<file path="src/rtl/div32_seq.sv">
// Sequential 32-bit divider for RISC-V DIV/DIVU/REM/REMU: one restoring step per cycle,
// with a two-edge fast path for divide-by-zero and signed overflow.
module div32_seq (
    input  logic        clock,
    input  logic        reset,
    input  logic        start,
    input  logic [1:0]  op,
    input  logic [31:0] A,
    input  logic [31:0] B,
    output logic [31:0] S,
    output logic        busy,
    output logic        done,
    output logic        dbz
);

    typedef enum logic [1:0] {IDLE, RUN, FIX} state_t;

    state_t      state_q, state_d;
    logic [31:0] a_q, a_d;
    logic [31:0] b_q, b_d;
    logic [1:0]  op_q, op_d;
    logic [31:0] rem_q, rem_d;
    logic [31:0] quo_q, quo_d;
    logic [4:0]  cnt_q, cnt_d;
    logic [31:0] s_q, s_d;
    logic        done_q, done_d;
    logic        dbz_q, dbz_d;

    logic        in_signed;
    logic        in_fast;
    logic [31:0] in_a_mag;
    logic        signed_op;
    logic [31:0] b_mag;
    logic        zero_div;
    logic        overflow;
    logic [32:0] sh;
    logic [32:0] diff;
    logic        cout;
    logic        unused_diff_msb;
    logic [31:0] quo_fix;
    logic [31:0] rem_fix;
    logic [31:0] result;

    assign in_signed = ~op[0];
    assign in_fast   = (B == 32'd0) ||
                       (in_signed && (A == 32'h8000_0000) && (B == 32'hFFFF_FFFF));
    assign in_a_mag  = (in_signed && A[31]) ? (~A + 32'd1) : A;

    assign signed_op = ~op_q[0];
    assign b_mag     = (signed_op && b_q[31]) ? (~b_q + 32'd1) : b_q;
    assign zero_div  = (b_q == 32'd0);
    assign overflow  = signed_op && (a_q == 32'h8000_0000) && (b_q == 32'hFFFF_FFFF);

    // Trial subtract as A + ~B + 1; a carry-out of 1 means no borrow, so the step succeeds.
    assign sh              = {rem_q, quo_q[31]};
    assign {cout, diff}    = {1'b0, sh} + {1'b0, ~{1'b0, b_mag}} + 34'd1;
    assign unused_diff_msb = diff[32];

    assign quo_fix = (signed_op && (a_q[31] ^ b_q[31])) ? (~quo_q + 32'd1) : quo_q;
    assign rem_fix = (signed_op && a_q[31]) ? (~rem_q + 32'd1) : rem_q;

    always_comb begin
        result = op_q[1] ? rem_fix : quo_fix;
        if (zero_div) begin
            result = op_q[1] ? a_q : 32'hFFFF_FFFF;
        end else if (overflow) begin
            result = op_q[1] ? 32'd0 : 32'h8000_0000;
        end
    end

    always_comb begin
        state_d = state_q;
        a_d     = a_q;
        b_d     = b_q;
        op_d    = op_q;
        rem_d   = rem_q;
        quo_d   = quo_q;
        cnt_d   = cnt_q;
        s_d     = s_q;
        done_d  = 1'b0;
        dbz_d   = dbz_q;
        case (state_q)
            IDLE: begin
                if (start) begin
                    a_d     = A;
                    b_d     = B;
                    op_d    = op;
                    rem_d   = 32'd0;
                    quo_d   = in_a_mag;
                    cnt_d   = 5'd0;
                    dbz_d   = 1'b0;
                    state_d = in_fast ? FIX : RUN;
                end
            end
            RUN: begin
                rem_d = cout ? diff[31:0] : sh[31:0];
                quo_d = {quo_q[30:0], cout};
                cnt_d = cnt_q + 5'd1;
                if (cnt_q == 5'd31) begin
                    state_d = FIX;
                end
            end
            FIX: begin
                s_d     = result;
                dbz_d   = zero_div;
                done_d  = 1'b1;
                cnt_d   = 5'd0;
                state_d = IDLE;
            end
            default: begin
                state_d = IDLE;
            end
        endcase
    end

    always_ff @(posedge clock or posedge reset) begin
        if (reset) begin
            state_q <= IDLE;
            a_q     <= 32'd0;
            b_q     <= 32'd0;
            op_q    <= 2'd0;
            rem_q   <= 32'd0;
            quo_q   <= 32'd0;
            cnt_q   <= 5'd0;
            s_q     <= 32'd0;
            done_q  <= 1'b0;
            dbz_q   <= 1'b0;
        end else begin
            state_q <= state_d;
            a_q     <= a_d;
            b_q     <= b_d;
            op_q    <= op_d;
            rem_q   <= rem_d;
            quo_q   <= quo_d;
            cnt_q   <= cnt_d;
            s_q     <= s_d;
            done_q  <= done_d;
            dbz_q   <= dbz_d;
        end
    end

    assign S    = s_q;
    assign busy = (state_q != IDLE);
    assign done = done_q;
    assign dbz  = dbz_q;

endmodule

</file>
<file path="config.mk">
export PLATFORM = sky130hd
export DESIGN_NAME = div32_seq
export DESIGN_NICKNAME = d
export VERILOG_FILES = /design/src/rtl/div32_seq.sv
export SDC_FILE = /design/constraint.sdc
export NUM_CORES = 1
export LEC_CHECK = 0
export ABC_AREA = 1
export CAP_MARGIN = 20
export CORE_MARGIN = 2
export CORE_UTILIZATION = 55
export CTS_BUF_LIST = sky130_fd_sc_hd__clkbuf_4
export DETAILED_ROUTE_END_ITERATION = 8
export PLACE_DENSITY = 0.76
export SYNTH_ARGS = -nofsm -noshare
export SYNTH_HDL_FRONTEND = slang
export SYNTH_SLANG_ARGS = --single-unit
</file>
<file path="constraint.sdc">
create_clock -name clock -period 6.1 [get_ports clock]
set_input_delay 0.61 -clock clock [delete_from_list [all_inputs] [get_ports clock]]
set_output_delay 0.61 -clock clock [all_outputs]
set_load 0.1 [all_outputs]
</file>
### After elaboration in Yosys (flattened, before gate mapping)

Index checks and enable logic that the tools add are counted.

* register bits after elaboration: 171
* word-level logic and storage cells: 78
* bits of input ports: 69
* output and inout port bits: 35

* add/sub/neg operators: 7
* equal/unequal tests: 9
* reductions and logical operators: 21
* bitwise logic cells: 8
* muxes and demuxes: 23

Operator list (count)
* two-way mux 32 bit: 12
* adder 32 x 1 -> 32 bit (second input constant): 4
* equality test 32 bit (second input constant): 4
* inverter 32 bit: 4
* one-hot mux 32 bit (2 select lines): 2
* zero test 32 bit: 2
* adder 33 x 33 -> 34 bit: 1
* adder 34 x 1 -> 34 bit (second input constant): 1
* inverter 32 -> 33 bit: 1
* one-hot mux 5 bit (3 select lines): 1
* AND reduction 2 bit: 5
* logical AND 1 bit: 8
* two-way mux 2 bit: 3
* nonzero test 2 bit: 3
* adder 5 x 1 -> 5 bit (second input constant): 1
* equality test 5 bit (second input constant): 1
* two-way mux 5 bit: 1
* inequality test 2 bit (second input constant): 2
* one-hot mux 2 bit (2 select lines): 1
* nonzero test 3 bit: 1
* equality test 2 x 1 -> 1 bit (second input constant): 1
* equality test 2 bit (second input constant): 1
* zero test 2 bit: 1
* two-way mux 1 bit: 2
* 4 further kinds: 5

### Longest topological paths before layout

Gate-level depths: netlist of run 1.

* word-level depth: 8
* mapped depth: 23
* gate-level depth less buffers: 23

### Worst setup path after synthesis of run 1

No wires, ideal clock.

* path kind: reg-to-reg
* from: register b_q[1]
* to: register rem_q[27]
* buffers on the path: 1
* period minus slack after synthesis: 3.061 ns
* library setup time: 0.116 ns
* stages on the path, launching flop included: 20
* data required time: 5.984 ns
* data arrival time: 2.945 ns
* setup slack: 3.039 ns
* path through: dfrtp_1 inv_1 ha_1 nand4_4 nor2_4 nand3_2 nor3b_1 a21oi_1 xor2_1 ha_1 nand2_1 nor2_1 nand2_1 nor2_2 nand2_2 nand3_4 buf_6 nand3_1 nand2_1 nand2_1

* word-level cells in the longest chain between the ends: 8

Ends and longest elaborated chain
* start, declared: RTL line 20 `logic [31:0] b_q, b_d;`
* start signal, assigned: RTL line 120 `b_q <= 32'd0;`
* start signal, assigned: RTL line 131 `b_q <= b_d;`
* inverter 32 bit: RTL line 50 `assign b_mag = (signed_op && b_q[31]) ? (~b_q + 32'd1) : b_q;`
* adder 32 x 1 -> 32 bit: RTL line 50
* two-way mux 32 bit *: RTL line 50
* inverter 32 -> 33 bit *: RTL line 56 `assign {cout, diff} = {1'b0, sh} + {1'b0, ~{1'b0, b_mag}} + 34'd1;`
* adder 33 x 33 -> 34 bit *: RTL line 56
* adder 34 x 1 -> 34 bit *: RTL line 56
* two-way mux 32 bit *: RTL line 96 `rem_d = cout ? diff[31:0] : sh[31:0];`
* one-hot mux 32 bit (2 select lines) *: RTL line 82 `case (state_q)`
* end signal, assigned: RTL line 133 `rem_q <= rem_d;`
* end, declared: RTL line 22 `logic [31:0] rem_q, rem_d;`

Mark *: on every way between the ends. The rest lies on a longest branch, timed or not.
A chain may end at the register's enable or synchronous reset.

### Worst setup path after layout of run 1

* from: register b_q[2]
* to: register rem_q[31]

The elaborated chain is that of the path after synthesis.

==> results list, run 1 <==
- The final-report hold violation count was 0.
* Post-detailed-placement half-perimeter wirelength: 39200 um
- STA puts the critical path data required time at 6.59 ns.
- Router iterations before antenna repair: 6
* Maximum clock insertion buffer count: 2
- After clock tree synthesis, the clock-pin slew on the worst setup and hold paths is 0.21 ns.
* Detailed router's first-iteration violation count: 2051
- The finished layout holds 2620 standard cells, fillers aside.
* Number of buffers created by CTS: 17
- Final Cycle Share: 76.3%
- In this run the critical register-to-register path is launched from b_q[2].
- The detailed router placed 15.6k vias in this run.
- For this run, the top clock speed supported by timing is 0.215 GHz.
- Final routed wirelength across all metal layers: 50000 um
- In this run the tightest slew margin relative to its limit is 31.7%.
* Worst slack at placement: 1.60 ns
- Synthesis produced a netlist with a net count of 2327.
- Routed WL per cell: 19.1 um
- The signal on the critical path passes through inv_1 > nand3_1 > nor2_1 > nand3_1 > nor2_1 > nand4_1 > nand2_1 > xor2_1 > inv_1 > ha_1 > nand2_1 > nor3_1 > nand2_1 > inv_1 > a21oi_4 > nand3_4 > nand2_2 > nand2_1 > nand2_1 > nand2_1.
- The clock reaches the later pin of the worst-skew pair after 0.62 ns.
* Number of fill cells in the layout: 2492
* Count of hold buffers inserted by post-cts repair: 0
- STA classifies the critical path endpoint as a flop.
- For the final database, setup skew stands at 0.0604 ns.
- In this run, placement finished with an instance count of 2588.
- Final WS setup: 1.45 ns
- At the end of the flow the core is filled with cells to 62.1%.
- Path category of the worst min-delay check: input port to async pin
* Number of buffers inserted by port buffering: 103
- Max-cap violations in this run came to 0.
* Largest fanout on the critical path: 33
- Setup repair after global routing missed its margin: no
- Measured along the x axis, the die boundary spans 165 um.
- The run finished with clean final reports.
- Internal reg-to-reg setup slack: 1.45 ns
- CTS Root Cell: sky130_fd_sc_hd__clkbuf_4
* Crit start category: flop
- Post-detailed-route count of antenna-violating nets: 0
- The max-slew violation total from the final report is 0.
- Via count of the first global-routing pass: 14.2k
- CP delay by family, top: simple AND/OR/NAND/NOR gates
- Counting every instance in the synthesized netlist gives 2218.
- Setup fix buffers added after clock tree synthesis: 0
- Sequential cell area: 0.00428 mm2
- In this run the cell area of the synthesized design comes to 0.0142 mm2.
- During synthesis, Yosys emitted a total of 0 warnings.
* Buf+Inv Stages, Crit Path: 3
- Setup violations remaining at the end of the flow were counted as 0.
- Initial Util: 56.3%
- Height of the die: 165 um
- The initialized floorplan defines 58 standard-cell rows.
- After detailed routing, the number of remaining DRC violations is 0.
- The die covers 0.0272 mm2.
* Signal arrival time at the worst endpoint: 5.14 ns
- TritonCTS built the clock tree.
- Worst-path cell with the longest stage delay: sky130_fd_sc_hd__a21oi_4
- For this run the aggregate overflow at the end of global routing stands at 0.
- Portion of the post-synthesis area used by sequential elements: 30.1%
- Antenna violations before repair: 2
* Number of clock sinks seen by CTS: 171
- Entering global routing, the biggest net connects 99 pins.
* Setup total negative slack: 0 ns
* Number of nets in the final layout: 2386
- Top-Level Pins: 104
- Crit path kind: flop to flop
- Summing all multi-input logic gate instances after layout gives 0.00848 mm2.
* Number of distinct standard cells referenced by the synthesized netlist: 53
* Time the worst path needs with I/O delays and setup: 4.65 ns
* Post-synthesis to final-layout area growth: 10.3%
* Total global-route track usage: 37.2%
* Global-route wire length before repair: 77200 um
- In this run, synthesis produced a sequential element count of 171.
- In this run the critical register-to-register path is captured at rem_q[31].
* Placer's final routability congestion estimate: 1.02
- Dividing the synthesized area by the synthesized cell count gives 6.41 um2.
* CTS-repair resized insts: 0
* Critical Path Max Stage Delay: 0.59 ns
- Share of post-route cells with drive strength above 1: 4.06%
* Cell repeated most along the worst path: sky130_fd_sc_hd__nand2_1
* Worst-Margin Slew: 1.02 ns
- Core area: 0.0253 mm2
- In the routed layout, each cell is associated on average with a via count of 5.95.
- The number of cells on the worst reg-to-reg path is 20.
- Number of levels in the clock H-tree: 4
[synthesized netlist by cell type, drive strengths merged]
library cell / number / share of area, %
a32o: 2 / 0.14
nor3: 32 / 1.2
a31oi: 6 / 0.26
o21bai: 10 / 0.53
nor2: 230 / 6.6
o211ai: 8 / 0.42
nand2b: 1 / 0.044
a21oi: 59 / 2.2
o31ai: 2 / 0.11
nand3: 209 / 7.7
o21ai: 176 / 6.2
a31o: 1 / 0.062
and3: 1 / 0.044
nor3b: 1 / 0.053
nand4: 109 / 4.9
clkbuf: 42 / 1.1
o221ai: 2 / 0.12
a21boi: 8 / 0.50
fa: 1 / 0.14
o21a: 2 / 0.11
or2: 6 / 0.26
nor4: 8 / 0.35
o22a: 1 / 0.062
nand2: 637 / 17
inv: 296 / 7.8
buf: 33 / 1.5
o22ai: 1 / 0.044
clkinv: 1 / 0.026
ha: 39 / 3.4
nand3b: 11 / 0.58
dfrtp: 171 / 30
a22oi: 40 / 2.1
xnor2: 15 / 0.92
a21o: 1 / 0.053
xor2: 56 / 3.4
[sequential cells by signal, summed over array words and instances, names as in the netlist]
name	count
S	32
a_q	32
b_q	32
quo_q	32
rem_q	32
cnt_q	5
op_q	2
state_q	2
dbz	1
done	1
[cell families after synthesis]
| group | count (synthesis) | synth area share [%] |
|---|---|---|
| AO/OA/AOI/OAI | 319 | 13.0 |
| flip-flops | 171 | 30.1 |
| adder cells (fa/ha/maj) | 40 | 3.57 |
| AND/OR/NAND/NOR | 1245 | 38.6 |
| XOR/XNOR | 71 | 4.37 |
| buffers and inverters | 372 | 10.4 |
[routing by layer]
layer | track usage (%) | part of all wire (%)
met1 | 54.7 | 45
met2 | 54.3 | 42
met3 | 7.94 | 10
met4 | 11.6 | 3.1
met5 | 0 | 0.024
[through the flow]
stage | area [um2] | hold slack [ns]
finish | 15700 | 0.386
global route | 15700 | 0.444
CTS | 15700 | 0.391
detailed placement | 15400 | 0.474
global placement | 15400 | 0.468
floorplan | 14200 | 0.453
[how the worst max path moves through the flow]
| stage | slack (ns) | from | cells after the start | to |
|---|---|---|---|---|
| 2_1_floorplan | 0.86 | reset | 1 | S[0] |
| 3_3_place_gp | 1.68 | b_q[2] | 20 | rem_q[31] |
| 3_5_place_dp | 1.60 | b_q[2] | 21 | rem_q[31] |
| 4_1_cts | 1.55 | b_q[2] | 21 | rem_q[31] |
| 5_1_grt | 1.01 | b_q[9] | 18 | rem_q[29] |
| 6_report | 1.45 | b_q[2] | 20 | rem_q[31] |
[layout make-up]
cell class,count,share of cell area (%)
Multi-Input combinational cell,1675,54.0
Antenna cell,1,0.0160
Inverter,297,7.14
Clock buffer,17,0.814
Clock inverter,14,0.933
Timing Repair Buffer,115,7.15
Tap cell,330,2.63
Sequential cell,171,27.3
[placed cells by master (no fill, tap or decap), drive strengths merged, types with 7 or more instances in the layout]
cell,count
a21oi,59
xor2,56
dfrtp,171
nand4,109
xnor2,15
o211ai,8
nor2,230
nand3b,11
ha,39
clkbuf,17
o21ai,176
nand3,209
a22oi,40
a21boi,8
clkinv,7
nor4,8
o21bai,10
clkdlybuf4s50,103
inv,303
buf,12
nand2,637
nor3,32
[worst reg2reg max path, stage by stage (launching register included)]
cell	delay (ns)
sky130_fd_sc_hd__dfrtp_1	0.45
sky130_fd_sc_hd__inv_1	0.20
sky130_fd_sc_hd__nand3_1	0.16
sky130_fd_sc_hd__nor2_1	0.29
sky130_fd_sc_hd__nand3_1	0.21
sky130_fd_sc_hd__nor2_1	0.23
sky130_fd_sc_hd__nand4_1	0.12
sky130_fd_sc_hd__nand2_1	0.09
sky130_fd_sc_hd__xor2_1	0.36
sky130_fd_sc_hd__inv_1	0.09
sky130_fd_sc_hd__ha_1	0.33
sky130_fd_sc_hd__nand2_1	0.13
sky130_fd_sc_hd__nor3_1	0.07
sky130_fd_sc_hd__nand2_1	0.12
sky130_fd_sc_hd__inv_1	0.08
sky130_fd_sc_hd__a21oi_4	0.59
sky130_fd_sc_hd__nand3_4	0.50
sky130_fd_sc_hd__nand2_2	0.30
sky130_fd_sc_hd__nand2_1	0.08
sky130_fd_sc_hd__nand2_1	0.07
sky130_fd_sc_hd__nand2_1	0.05
Power of run 1 is not shown: default switching activity piles up to over one toggle a cycle in this logic, so the estimate is an artifact.
==> run 2: changes to the inputs <==
==> constraint.sdc (replaced) <==
create_clock -name clock -period 4.7 [get_ports clock]
set_input_delay 0.47 -clock clock [delete_from_list [all_inputs] [get_ports clock]]
set_output_delay 0.47 -clock clock [all_outputs]
set_load 0.1 [all_outputs]
==> results list, run 2 (synthesis results as in run 1) <==
- The run finished with clean final reports.
* Die extent in x: 165 um (unchanged)
- The worst relative slew slack was 32.5% (+0.83 points).
- Maximum clock insertion buffer count: 2 (unchanged)
* Type of element capturing the critical path: flop
- Final Cycle Share: 86.5% (+10 points)
* Detail-routed via count per cell: 5.97 (+0.39%)
- The total overflow reported by the global router came to 0 (unchanged).
- Core area: 0.0253 mm2 (unchanged)
* Routed WL per cell: 19.0 um (-0.40%)
* Worst-Margin Slew: 1.01 ns (-0.0124 ns)
- CTS-repair resized insts: 0 (unchanged)
- The total die area was 0.0272 mm2 (unchanged).
* Time the worst path needs with I/O delays and setup: 4.07 ns (-0.588 ns)
- The clock buffer count from CTS was 17 (unchanged).
* Upper clock frequency limit: 0.246 GHz (+14%)
- Maximum number of pins on one net before global-route repair: 172 (+74%)
* Cell repeated most along the worst path: sky130_fd_sc_hd__nand2_1
* Via total after detailed routing: 15.6k (+0.46%)
- The top-level I/O count is 104 (unchanged).
- Number of remaining DRC errors: 0 (unchanged)
- The post-detailed-routing wire length is 49800 um (-0.32%).
- The initial antenna violation count came to 1 (-1).
- Total global-route track usage: 37.0% (-0.18 points)
- Router iterations before antenna repair: 6 (unchanged)
* Clock tree from TritonCTS: built
- Count of hold buffers inserted by post-cts repair: 0 (unchanged)
- Fin Hold WS: 0.423 ns (+0.0370 ns)
- The TritonCTS sink count is 171 (unchanged).
* Via count of the first global-routing pass: 14.2k (+0.28%)
* Placer's final routability congestion estimate: 1.03 (+0.83%)
* Met3 layer usage reported by global route: 6.30% (-1.6 points)
- The count of maximum capacitance violations is 0 (unchanged).
- The setup TNS was 0 ns (unchanged).
* Initial Util: 56.3% (unchanged)
- Traced cell by cell, the critical path runs through nor2_1 > inv_1 > nor3_1 > nor3b_1 > a21oi_1 > xor2_1 > ha_1 > inv_1 > o21ai_0 > o21ai_1 > nand2_1 > a21oi_4 > nand3_4 > nand2_2 > nand2_1 > nand2_1 > nand2_1.
- The number of DRC markers in iteration 0 came to 2106 (+2.7%).
- The detailed placer's ending HPWL was 38800 um (-0.93%).
* Crit start category: flop
- Final clock skew: 0.0634 ns (+0.00292 ns)
- The arrival time at the worst endpoint came to 4.54 ns (-0.60 ns).
- The met2 global-route usage is 54.2% (-0.13 points).
- The vertical extent of the die was 165 um (unchanged).
- Post-detailed-route count of antenna-violating nets: 0 (unchanged)
- Commonest non-fill, non-tap cells in the layout: 631 x sky130_fd_sc_hd__nand2_1, 289 x sky130_fd_sc_hd__inv_1, 214 x sky130_fd_sc_hd__nor2_1
- In this run the most used layer during global routing was met1.
* Most common cell after layout, fill and taps aside: sky130_fd_sc_hd__nand2_1
* Setup fix buffers added after clock tree synthesis: 0 (unchanged)
* Crit path kind: flop to flop
- The endpoint required time on the critical path came to 5.17 ns (-1.42 ns).
- Critical Path Max Stage Delay: 0.45 ns (-0.14 ns)
- The total setup violations reported at the end of the flow is 0 (unchanged).
- Path category of the worst min-delay check: input port to async pin
- The max-slew violation total from the final report is 0 (unchanged).
- Global-route wire length before repair: 76800 um (-0.51%)
- Number of nets in the final layout: 2388 (+0.084%)
* Post-synthesis to final-layout area growth: 10.5%
- The number of port buffers is 103 (unchanged).
- Hold Fails Final Rpt: 0 (unchanged)
- Clock latency on the worst-skew pair: 0.60 ns (-0.02 ns)
- Worst-path cell with the longest stage delay: sky130_fd_sc_hd__dfrtp_1
- The H-tree depth is 4 (unchanged).
- Met1 usage in global routing: 55.2% (+0.47 points)
* CTS Root Cell: sky130_fd_sc_hd__clkbuf_4
- Total number of placement rows: 58 (unchanged)
- The peak fanout along the critical path is 33 (unchanged).
* Setup repair after global routing missed its margin: no
- The fraction of layout cells with a size suffix above 1 was 4.15% (+0.084 points).
- The clock-pin slew on the worst setup and hold paths is 0.21 ns (about the same).
-- run 2: cell count changes in the layout (fill, tap and decap cells not counted), sizes merged --
cell / delta
clkinvlp: +1
inv: -3
clkinv: +2
buf: +2
-- run 2: cell type report --
type	count	area [um2]
fillers	2483	9530
multi-input cells	1675	8480
flip-flops and latches	171	4280
repair buffers	117	1150
inverters	297	1120
well taps	330	413
clock inverters	14	154
clock buffers	17	128
diodes	1	2.50
-- run 2: path summary, 6_finish.rpt --
kind	from	endpoint	slack, ns	cells after the start
max in group asynchronous	reset	S[10]	3.51	3
min reg2reg	a_q[16]	a_q[16]	0.51	2
max	b_q[20]	rem_q[25]	0.63	17
min	reset	b_q[19]	0.42	3
min in group clock	B[23]	b_q[23]	0.45	3
max reg2reg	b_q[20]	rem_q[25]	0.63	17
-- run 2: worst max-delay path: cells and delay by family (launching register included) --
| family | cells | cell delay (ns) |
|---|---|---|
| flops | 1 | 0.45 |
| fa+ha+maj | 1 | 0.35 |
| compound gates | 4 | 0.61 |
| simple gates | 9 | 1.94 |
| xor+xnor | 1 | 0.38 |
| buf+inv | 2 | 0.19 |
-- run 2: metal layers --
layer  part of all wire (%)  vias to the layer above
li1                       -                     7398
met1                     44                     7317
met2                     42                      846
met3                     11                       88
met4                    3.1                        0
met5                      0                        -
-- run 2: stage by stage --
stage	setup slack (ns)	util, %	cells	area [um2]
floorplan	1.64	-	2218	14200
global placement	0.943	61.1	2590	15400
detailed placement	0.826	61.1	2590	15400
CTS	0.752	62.2	2621	15700
global route	0.303	62.3	2622	15700
finish	0.633	62.3	2622	15700
Power of run 2 is left out for the same reason.
